`src/rtl/fifo_arb_pkg.sv`:
```
// Shared types and helpers for the FIFO push-side arbiter.
// fifo_data layout (LSB first): payload [DATA_WIDTH-1:0], last flag, source id.
package fifo_arb_pkg;

    typedef enum logic {
        ARB_IDLE   = 1'b0,
        ARB_LOCKED = 1'b1
    } arb_state_t;

    // Bit position of the last flag inside a pushed word.
    function automatic int unsigned last_bit(input int unsigned data_width);
        return data_width;
    endfunction

    // LSB of the source id field inside a pushed word.
    function automatic int unsigned id_lsb(input int unsigned data_width);
        return data_width + 1;
    endfunction

endpackage

```
`src/rtl/fifo_push_arbiter_rr_pick.sv`:
```
// Combinational round-robin picker: first set bit of valid at or after rr_ptr,
// wrapping modulo NUM_REQ.
// Ports:
//   valid     in  NUM_REQ   request vector
//   rr_ptr    in  ID_WIDTH  highest-priority index this cycle
//   any_valid out 1         at least one request present
//   grant     out ID_WIDTH  chosen index (0 when any_valid=0)
module rr_pick #(
    parameter int unsigned NUM_REQ  = 4,
    parameter int unsigned ID_WIDTH = ($clog2(NUM_REQ) > 0 ? $clog2(NUM_REQ) : 1)
) (
    input  logic [NUM_REQ-1:0]  valid,
    input  logic [ID_WIDTH-1:0] rr_ptr,
    output logic                any_valid,
    output logic [ID_WIDTH-1:0] grant
);

    int unsigned idx;

    // Scan offsets in priority order; wrap explicitly so non-power-of-two sizes work.
    always_comb begin
        any_valid = 1'b0;
        grant     = '0;
        idx       = 0;
        for (int unsigned off = 0; off < NUM_REQ; off++) begin
            idx = 32'(rr_ptr) + off;
            if (idx >= NUM_REQ) begin
                idx = idx - NUM_REQ;
            end
            if (!any_valid && valid[ID_WIDTH'(idx)]) begin
                any_valid = 1'b1;
                grant     = ID_WIDTH'(idx);
            end
        end
    end

endmodule

```
`src/rtl/fifo_push_arbiter.sv`:
```
// Shares the push side of one FIFO between NUM_REQ valid/ready producers.
// Round-robin between packets; a producer keeps the FIFO from its first beat
// until its last beat is pushed. Handshake is combinational, only the
// arbitration state is registered.
// Ports:
//   clk, rst       clock, synchronous active-high reset
//   req_valid      in  NUM_REQ             per-producer beat valid
//   req_last       in  NUM_REQ             per-producer last beat of packet
//   req_data       in  NUM_REQ*DATA_WIDTH  producer i at [i*DATA_WIDTH +: DATA_WIDTH]
//   req_ready      out NUM_REQ             beat accepted this cycle
//   fifo_push      out 1                   push strobe
//   fifo_data      out OUT_WIDTH           {src_id, last, payload}, 0 when not pushing
//   fifo_in_ready  in  1                   FIFO not full
//   owner_id       out ID_WIDTH            locked producer, 0 when idle
//   locked         out 1                   packet in progress
module fifo_push_arbiter
    import fifo_arb_pkg::*;
#(
    parameter int unsigned NUM_REQ    = 4,
    parameter int unsigned DATA_WIDTH = 32,
    parameter int unsigned ID_WIDTH   = ($clog2(NUM_REQ) > 0 ? $clog2(NUM_REQ) : 1),
    parameter int unsigned OUT_WIDTH  = ID_WIDTH + 1 + DATA_WIDTH
) (
    input  logic                          clk,
    input  logic                          rst,
    input  logic [NUM_REQ-1:0]            req_valid,
    input  logic [NUM_REQ-1:0]            req_last,
    input  logic [NUM_REQ*DATA_WIDTH-1:0] req_data,
    output logic [NUM_REQ-1:0]            req_ready,
    output logic                          fifo_push,
    output logic [OUT_WIDTH-1:0]          fifo_data,
    input  logic                          fifo_in_ready,
    output logic [ID_WIDTH-1:0]           owner_id,
    output logic                          locked
);

    localparam int unsigned          LAST_BIT = last_bit(DATA_WIDTH);
    localparam int unsigned          ID_LSB   = id_lsb(DATA_WIDTH);
    localparam logic [ID_WIDTH-1:0]  LAST_ID  = ID_WIDTH'(NUM_REQ - 1);

    arb_state_t            state, state_nxt;
    logic [ID_WIDTH-1:0]   rr_ptr, rr_ptr_nxt;
    logic [ID_WIDTH-1:0]   owner, owner_nxt;
    logic [ID_WIDTH-1:0]   cand, sel_id;
    logic                  any_valid, sel_valid, sel_last, accept;
    logic [DATA_WIDTH-1:0] sel_data;

    // Explicit wrap so NUM_REQ-1 + 1 returns to 0 for any NUM_REQ.
    function automatic logic [ID_WIDTH-1:0] ptr_inc(input logic [ID_WIDTH-1:0] p);
        return (p == LAST_ID) ? '0 : p + ID_WIDTH'(1);
    endfunction

    rr_pick #(
        .NUM_REQ  (NUM_REQ),
        .ID_WIDTH (ID_WIDTH)
    ) u_rr_pick (
        .valid     (req_valid),
        .rr_ptr    (rr_ptr),
        .any_valid (any_valid),
        .grant     (cand)
    );

    // Arbitration state register.
    always_ff @(posedge clk) begin
        if (rst) begin
            state  <= ARB_IDLE;
            rr_ptr <= '0;
            owner  <= '0;
        end else begin
            state  <= state_nxt;
            rr_ptr <= rr_ptr_nxt;
            owner  <= owner_nxt;
        end
    end

    // Source select, handshake outputs and next-state.
    always_comb begin
        state_nxt  = state;
        rr_ptr_nxt = rr_ptr;
        owner_nxt  = owner;
        req_ready  = '0;
        fifo_push  = 1'b0;
        fifo_data  = '0;
        owner_id   = '0;
        locked     = 1'b0;
        sel_id     = cand;
        sel_valid  = any_valid;
        sel_last   = 1'b0;
        sel_data   = '0;

        if (state == ARB_LOCKED) begin
            sel_id    = owner;
            sel_valid = req_valid[owner];
        end

        for (int unsigned i = 0; i < NUM_REQ; i++) begin
            if (ID_WIDTH'(i) == sel_id) begin
                sel_last = req_last[i];
                sel_data = req_data[i*DATA_WIDTH +: DATA_WIDTH];
            end
        end

        accept = sel_valid && fifo_in_ready && !rst;

        // Owner sees ready even while idle between beats; nobody else does.
        if (!rst) begin
            if (state == ARB_LOCKED) begin
                locked   = 1'b1;
                owner_id = owner;
            end
            if (state == ARB_LOCKED || any_valid) begin
                req_ready[sel_id] = fifo_in_ready;
            end
        end

        fifo_push = accept;
        if (accept) begin
            fifo_data[DATA_WIDTH-1:0]        = sel_data;
            fifo_data[LAST_BIT]              = sel_last;
            fifo_data[ID_LSB +: ID_WIDTH]    = sel_id;
        end

        case (state)
            ARB_IDLE: begin
                if (accept) begin
                    if (sel_last) begin
                        rr_ptr_nxt = ptr_inc(cand);
                    end else begin
                        owner_nxt = cand;
                        state_nxt = ARB_LOCKED;
                    end
                end
            end
            ARB_LOCKED: begin
                if (accept && sel_last) begin
                    state_nxt  = ARB_IDLE;
                    rr_ptr_nxt = ptr_inc(owner);
                    owner_nxt  = '0;
                end
            end
            default: begin
                state_nxt = ARB_IDLE;
            end
        endcase
    end

endmodule

```
`config.mk`:
```
export PLATFORM = sky130hd
export DESIGN_NAME = fifo_push_arbiter
export DESIGN_NICKNAME = d
export VERILOG_FILES = /design/src/rtl/fifo_arb_pkg.sv /design/src/rtl/fifo_push_arbiter_rr_pick.sv /design/src/rtl/fifo_push_arbiter.sv
export SDC_FILE = /design/constraint.sdc
export NUM_CORES = 1
export LEC_CHECK = 0
export CAP_MARGIN = 30
export CORE_UTILIZATION = 30
export CTS_CLUSTER_SIZE = 10
export DETAILED_ROUTE_END_ITERATION = 12
export GPL_TIMING_DRIVEN = 0
export PLACE_DENSITY = 0.95
export SKIP_CTS_REPAIR_TIMING = 1
export SYNTH_ARGS = -nofsm -noshare
export SYNTH_HDL_FRONTEND = slang
export SYNTH_SLANG_ARGS = --single-unit
```
`constraint.sdc`:
```
create_clock -name clk -period 4.3 [get_ports clk]
set_input_delay 0.645 -clock clk [delete_from_list [all_inputs] [get_ports clk]]
set_output_delay 0.645 -clock clk [all_outputs]
set_load 0.1 [all_outputs]
```
; ---- Yosys cells after proc, flatten, opt, wreduce, memory -nomap -nowiden
; Cells that the tools add are included.
[totals]
latch_bits = 0
memories = 0
ff_bits = 5
elab_cells = 104
out_inout_bits = 43
mem_bits_rw = 0
rom_bits = 0
[classes]
order_cmp = 11
div_mod_pow = 0
add_sub_neg = 9
reduce_logical = 15
eq_ne = 9
bitwise = 2
mul = 0
n_shift = 0
muxes = 55
[ops]
columns = cell, count
row1 = $mux W32, 4
row2 = $mux W2, 19
row3 = $mux W35, 1
row4 = $mux W1, 20
row5 = $lt A2 B3 Y1 const B, 6
row6 = $bmux W1 S2, 5
row7 = $ge A3 B3 Y1 const B, 3
row8 = $mux W4, 2
row9 = $pmux W2 S2, 2
row10 = $sub A2 B1 Y2 const B, 4
row11 = $logic_and A1 B1 Y1, 7
row12 = $add A2 B2 Y3 const B, 2
row13 = $ne A2 B2 Y1 const B, 3
row14 = $reduce_and A3 Y1, 2
row15 = $add A2 B1 Y2 const B, 2
row16 = $and A4 B4 Y4, 1
row17 = $eq A2 B2 Y1 const A, 2
row18 = $eq A2 B2 Y1 const B, 2
row19 = $logic_not A1 Y1, 4
row20 = $add A2 B1 Y3 const B, 1
row21 = $ge A2 B3 Y1 const B, 1
row22 = $demux W1 S2, 1
row23 = $eq A1 B2 Y1 const A, 1
row24 = $ge A2 B1 Y1 const B, 1
row25 = other kinds (5), 5

; ---- Longest topological paths before layout
[depth]
depth_word = 23
ltp_mapped = 7
mapped_depth_nobuf = 6

; ---- By module
; A second synthesis with hierarchy kept.
[hier_totals]
cells_unflattened = 157
hier_area_um2 = 1580.3
[by_module_without_submodules]
columns = mod, cells_per_inst, area_per_inst_um2, n_inst
row1 = fifo_push_arbiter, 142, 1502.7, 1
row2 = rr_pick, 15, 77.6, 1

; ---- Worst setup path after synthesis
; Ideal clock, no wire load.
[synth_path]
path_type = input port to output port
start = input port req_valid[0]
end = output port req_ready[2]
path_buffers = 2
t_arrival_ns = 3.880
setup_slack_ns = -0.225
cell_stages = 6
path_cell_list = nor2b_1 o21ba_2 o31ai_1 buf_2 buf_2 nor3b_1
[synth_via]
elab_chain_len = 20
[synth_rtl]
columns = element, line_no
row1 = start: declaration, fifo_push_arbiter.sv:26  ; input logic [NUM_REQ-1:0] req_valid,
row2 = $bmux W1 S2, fifo_push_arbiter_rr_pick.sv:30  ; if (!any_valid && valid[ID_WIDTH'(idx)]) begin
row3 = $mux W1 (not written as such), fifo_push_arbiter_rr_pick.sv:30
row4 = $mux W1, fifo_push_arbiter_rr_pick.sv:30
row5 = $logic_not A1 Y1, fifo_push_arbiter_rr_pick.sv:30
row6 = $logic_and A1 B1 Y1, fifo_push_arbiter_rr_pick.sv:30
row7 = $mux W1, fifo_push_arbiter_rr_pick.sv:30
row8 = $logic_not A1 Y1, fifo_push_arbiter_rr_pick.sv:30
row9 = $logic_and A1 B1 Y1, fifo_push_arbiter_rr_pick.sv:30
row10 = [4 not listed], --
row11 = $mux W2, fifo_push_arbiter.sv:91  ; if (state == ARB_LOCKED) begin
row12 = $lt A2 B3 Y1 (not written as such) / $ge A2 B1 Y1 (equally long branches), fifo_push_arbiter.sv:112  ; req_ready[sel_id] = fifo_in_ready;
row13 = $logic_and A1 B1 Y1 (not written as such), fifo_push_arbiter.sv:112
row14 = $mux W1 (not written as such), fifo_push_arbiter.sv:112
row15 = $demux W1 S2, fifo_push_arbiter.sv:112
row16 = $and A4 B4 Y4 (no source line), --
row17 = $mux W4 *, fifo_push_arbiter.sv:111  ; if (state == ARB_LOCKED || any_valid) begin
row18 = $mux W4 *, fifo_push_arbiter.sv:106  ; if (!rst) begin
row19 = end: declaration, fifo_push_arbiter.sv:29  ; output logic [NUM_REQ-1:0] req_ready,
; Every way passes the cells marked *; elsewhere a longest branch is shown, timed or not. The select of a mux whose other input is x is not followed.

; ---- Worst setup path in the final report
[layout_path]
start = input port req_valid[1]
end = output port fifo_data[29]
[layout_via]
elab_chain_len = 19
[layout_rtl]
columns = element, line_no
row1 = $bmux W1 S2, fifo_push_arbiter_rr_pick.sv:30
row2 = $mux W1 (not written as such), fifo_push_arbiter_rr_pick.sv:30
row3 = $mux W1, fifo_push_arbiter_rr_pick.sv:30
row4 = $logic_not A1 Y1, fifo_push_arbiter_rr_pick.sv:30
row5 = $logic_and A1 B1 Y1, fifo_push_arbiter_rr_pick.sv:30
row6 = $mux W1, fifo_push_arbiter_rr_pick.sv:30
row7 = $logic_not A1 Y1, fifo_push_arbiter_rr_pick.sv:30
row8 = $logic_and A1 B1 Y1, fifo_push_arbiter_rr_pick.sv:30
row9 = $mux W1, fifo_push_arbiter_rr_pick.sv:30
row10 = $logic_not A1 Y1, fifo_push_arbiter_rr_pick.sv:30
row11 = $logic_and A1 B1 Y1, fifo_push_arbiter_rr_pick.sv:30
row12 = $mux W2, fifo_push_arbiter_rr_pick.sv:30
row13 = $mux W2, fifo_push_arbiter.sv:91
row14 = $logic_not A2 Y1, fifo_push_arbiter.sv:97  ; if (ID_WIDTH'(i) == sel_id) begin
row15 = $mux W32 (4 in series), fifo_push_arbiter.sv:97
row16 = $mux W35 *, fifo_push_arbiter.sv:117  ; if (accept) begin
row17 = end: declaration, fifo_push_arbiter.sv:31  ; output logic [OUT_WIDTH-1:0] fifo_data,
; Marks and branches as above.

==> impl_metrics.env <==
export IMPL_fill_cells=438
export IMPL_ios=182
export IMPL_via_per_inst=5.11
export IMPL_hold_path_class="reg -> reg"
export IMPL_critPathMaxFanout=10
export IMPL_cp_arrival_ps=3500
export IMPL_antenna_found_initial=0
export IMPL_rsz0062_at_grt="false"
export IMPL_peakVddDrop_mv=0.271
export IMPL_synth_top_family_by_area="multiplexers"
export IMPL_wl_per_cell_um=18.2
export IMPL_crit_buf_inv=3
export IMPL_num_rows=26
export IMPL_cp_startpoint="req_valid[1]"
export IMPL_clk_pin_slew_ps=30
export IMPL_numCtsBuffers=3
export IMPL_worstMarginPinSlew_ps=1000
export IMPL_first_pass_iters=4
export IMPL_syn_area_um2=1590
export IMPL_muxShareOfSynthArea_pct=50.0
export IMPL_synth_distinct_cells=38
export IMPL_start_util_pct=31.1
export IMPL_final_nets=480
export IMPL_dp_hpwl_um=6380
export IMPL_htree_levels=1
export IMPL_max_freq_mhz=242
export IMPL_clock_sinks=5
export IMPL_synth_simple_area_share_pct=27.1
export IMPL_end_kind="output pin"
export IMPL_layout_drive_gt1_share_pct=24.4
export IMPL_grt_ovfl_total=0
export IMPL_synth_seq_area_share_pct=6.29
export IMPL_worstSetupStartpointType="primary input"
export IMPL_setup_viol=0
export IMPL_place_gp_congestion=0.873
export IMPL_hold_violations=0
export IMPL_dpl_cell_area_um2=3490
export IMPL_dieArea_um2=5600
export IMPL_drc=0
export IMPL_grt_pass1_wl_um=10400
export IMPL_fin_crit_sh_pct=96.3
export IMPL_grt_pass1_vias=2066
export IMPL_final_util_pct=67.0
export IMPL_dieHeight_um=74.8
export IMPL_max_cap_violations=0
export IMPL_grt_start_max_net_pins=11
export IMPL_synth_compound_area_share_pct=9.52
export IMPL_die_w_um=74.8
export IMPL_cpLargestDelayFamily="buffers and inverters"
export IMPL_final_antenna_net_count=0
export IMPL_synth_flop_cell="dfxtp_1"
export IMPL_netlist_instances=155
export IMPL_slew_viol_final=0
export IMPL_path_cells="clkdlybuf4s50_1, nor2_1, or4b_4, nand2_2, o21ai_4, buf_6, mux4_2, and2_1, dlymetal6s2s_1"
export IMPL_clk_latency_ps=230
export IMPL_synthAdderAreaFrac_pct=0
export IMPL_timing_slew_headroom_pct=33.2
export IMPL_postLayoutCellArea_um2=3420
export IMPL_area_growth_pct=115
export IMPL_cts_tree="yes"
export IMPL_syn_mean_instance_area_um2=10.3
export IMPL_synth_edff_count=0
export IMPL_critPathKind="in -> out"
export IMPL_io_buffers=181
export IMPL_track_usage_pct=25.1
export IMPL_synth_seq_cells=5
export IMPL_antenna_cells=0
export IMPL_synth_xor_area_share_pct=1.10
export IMPL_synth_fp_nets=294
export IMPL_p_leak_nw=1.46
export IMPL_status="finished clean"
export IMPL_r2r_start="rr_ptr[0]"
export IMPL_p_per_area_nw_per_um2=217
export IMPL_vias=2094
export IMPL_yosysWarnings=0
export IMPL_slowest_delay_ps=750
export IMPL_crit_required_ps=3650
export IMPL_cp_slowest_cell="dlymetal6s2s_1"
export IMPL_synthArstFlopShare_pct=0
export IMPL_dr_first_iter_drc_count=32
export IMPL_min_from="rr_ptr[0]"
export IMPL_fin_skew_ps=5.65
export IMPL_wl_um=7470
export IMPL_coreArea_um2=5110
export IMPL_clockBufferDepth=2
export IMPL_ctsRootBufferMaster="clkbuf_8"
export IMPL_fin_crit_ps=4140
[final timing paths]
check                                     end  slack, ps  depth (start not counted)
worst min register to register      rr_ptr[0]        510                          2
worst max-delay path            fifo_data[29]        160                          9
worst min-delay path                rr_ptr[0]        510                          2
worst max register to register       owner[0]       1940                          6
[worst register-to-register path: stages (launching register included)]
cell and delay, ps:
dfxtp_1 350, nor2b_1 90, nor4b_1 480, o31a_1 390
nand3b_1 240, o22ai_1 310, mux2_2 380
[cell usage after synthesis (all sizes together) (2+ instances only)]
| library cell | instances | area share, % |
|---|---|---|
| buf | 7 | 3.4 |
| xnor2 | 2 | 1.1 |
| a311oi | 2 | 1.1 |
| inv | 3 | 0.71 |
| mux2 | 2 | 1.4 |
| a21oi | 4 | 1.3 |
| or2 | 2 | 0.79 |
| dfxtp | 5 | 6.3 |
| nor3 | 5 | 1.6 |
| mux4 | 33 | 47 |
| o21ai | 4 | 2.0 |
| mux2i | 3 | 1.9 |
| nand2 | 8 | 2.0 |
| nand2b | 2 | 0.79 |
| and2 | 35 | 14 |
| nand3 | 2 | 0.63 |
| nor2b | 6 | 2.4 |
| nor2 | 7 | 1.7 |
| clkbuf | 7 | 1.7 |
[cell families after synthesis]
logic type,count (synthesis)
AO/OA/AOI/OAI,19
buffers and inverters,18
XOR/XNOR,2
multiplexers,38
flip-flops,5
AND/OR/NAND/NOR,73
[area by class of cell]
type,instances,area [µm²],area share [%]
Timing Repair Buffer,181,1690,49.5
Multi-Input combinational cell,132,1400,40.9
Sequential cell,5,100,2.93
Tap cell,70,87.6,2.56
Buffer,14,80.1,2.34
Clock buffer,4,45.0,1.32
Inverter,4,15.0,0.439
[cells in the final DEF (no fill, tap or decap), drive strengths merged, types with 2 or more instances in the layout]
cell,count
dlymetal6s2s,10
a21oi,4
dfxtp,5
a311oi,2
mux2,2
and2,35
mux2i,3
nor2,7
inv,3
nand3,2
clkdlybuf4s50,142
mux4,33
buf,7
xnor2,2
nor2b,6
nand2,8
clkbuf,40
nand2b,2
or2,2
o21ai,4
nor3,5
[metrics by stage]
step                      setup TNS, ps  worst slack (ps)  hold slack (ps)  std cells  power (mW)
after floorplan                       0              50.7              467        155       0.461
after global placement            -6610              -254              482        406       0.661
after detailed placement         -10090              -352              509        406       0.673
after CTS                        -10410              -365              516        410       0.765
after global routing                  0              80.9              560        410       0.780
final                                 0               159              511        410       0.742
[where the power goes]
part	total, mW	internal [mW]	switching, mW	leakage, nW
sequential	0.0537	0.0502	0.00358	0.0408
clock	0.0900	0.0639	0.0261	0.0228
combinational	0.598	0.274	0.324	1.40
total	0.742	0.388	0.354	1.46
[layer usage]
| layer | track usage (%) | part of all wire (%) | vias up |
|---|---|---|---|
| met5 | 0 | 0 | - |
| met3 | 8.30 | 10 | 20 |
| met2 | 46.8 | 53 | 108 |
| met4 | 9.01 | 2.5 | 0 |
| met1 | 26.2 | 34 | 986 |
| li1 | - | - | 980 |
(Power assumes the default switching activity.)
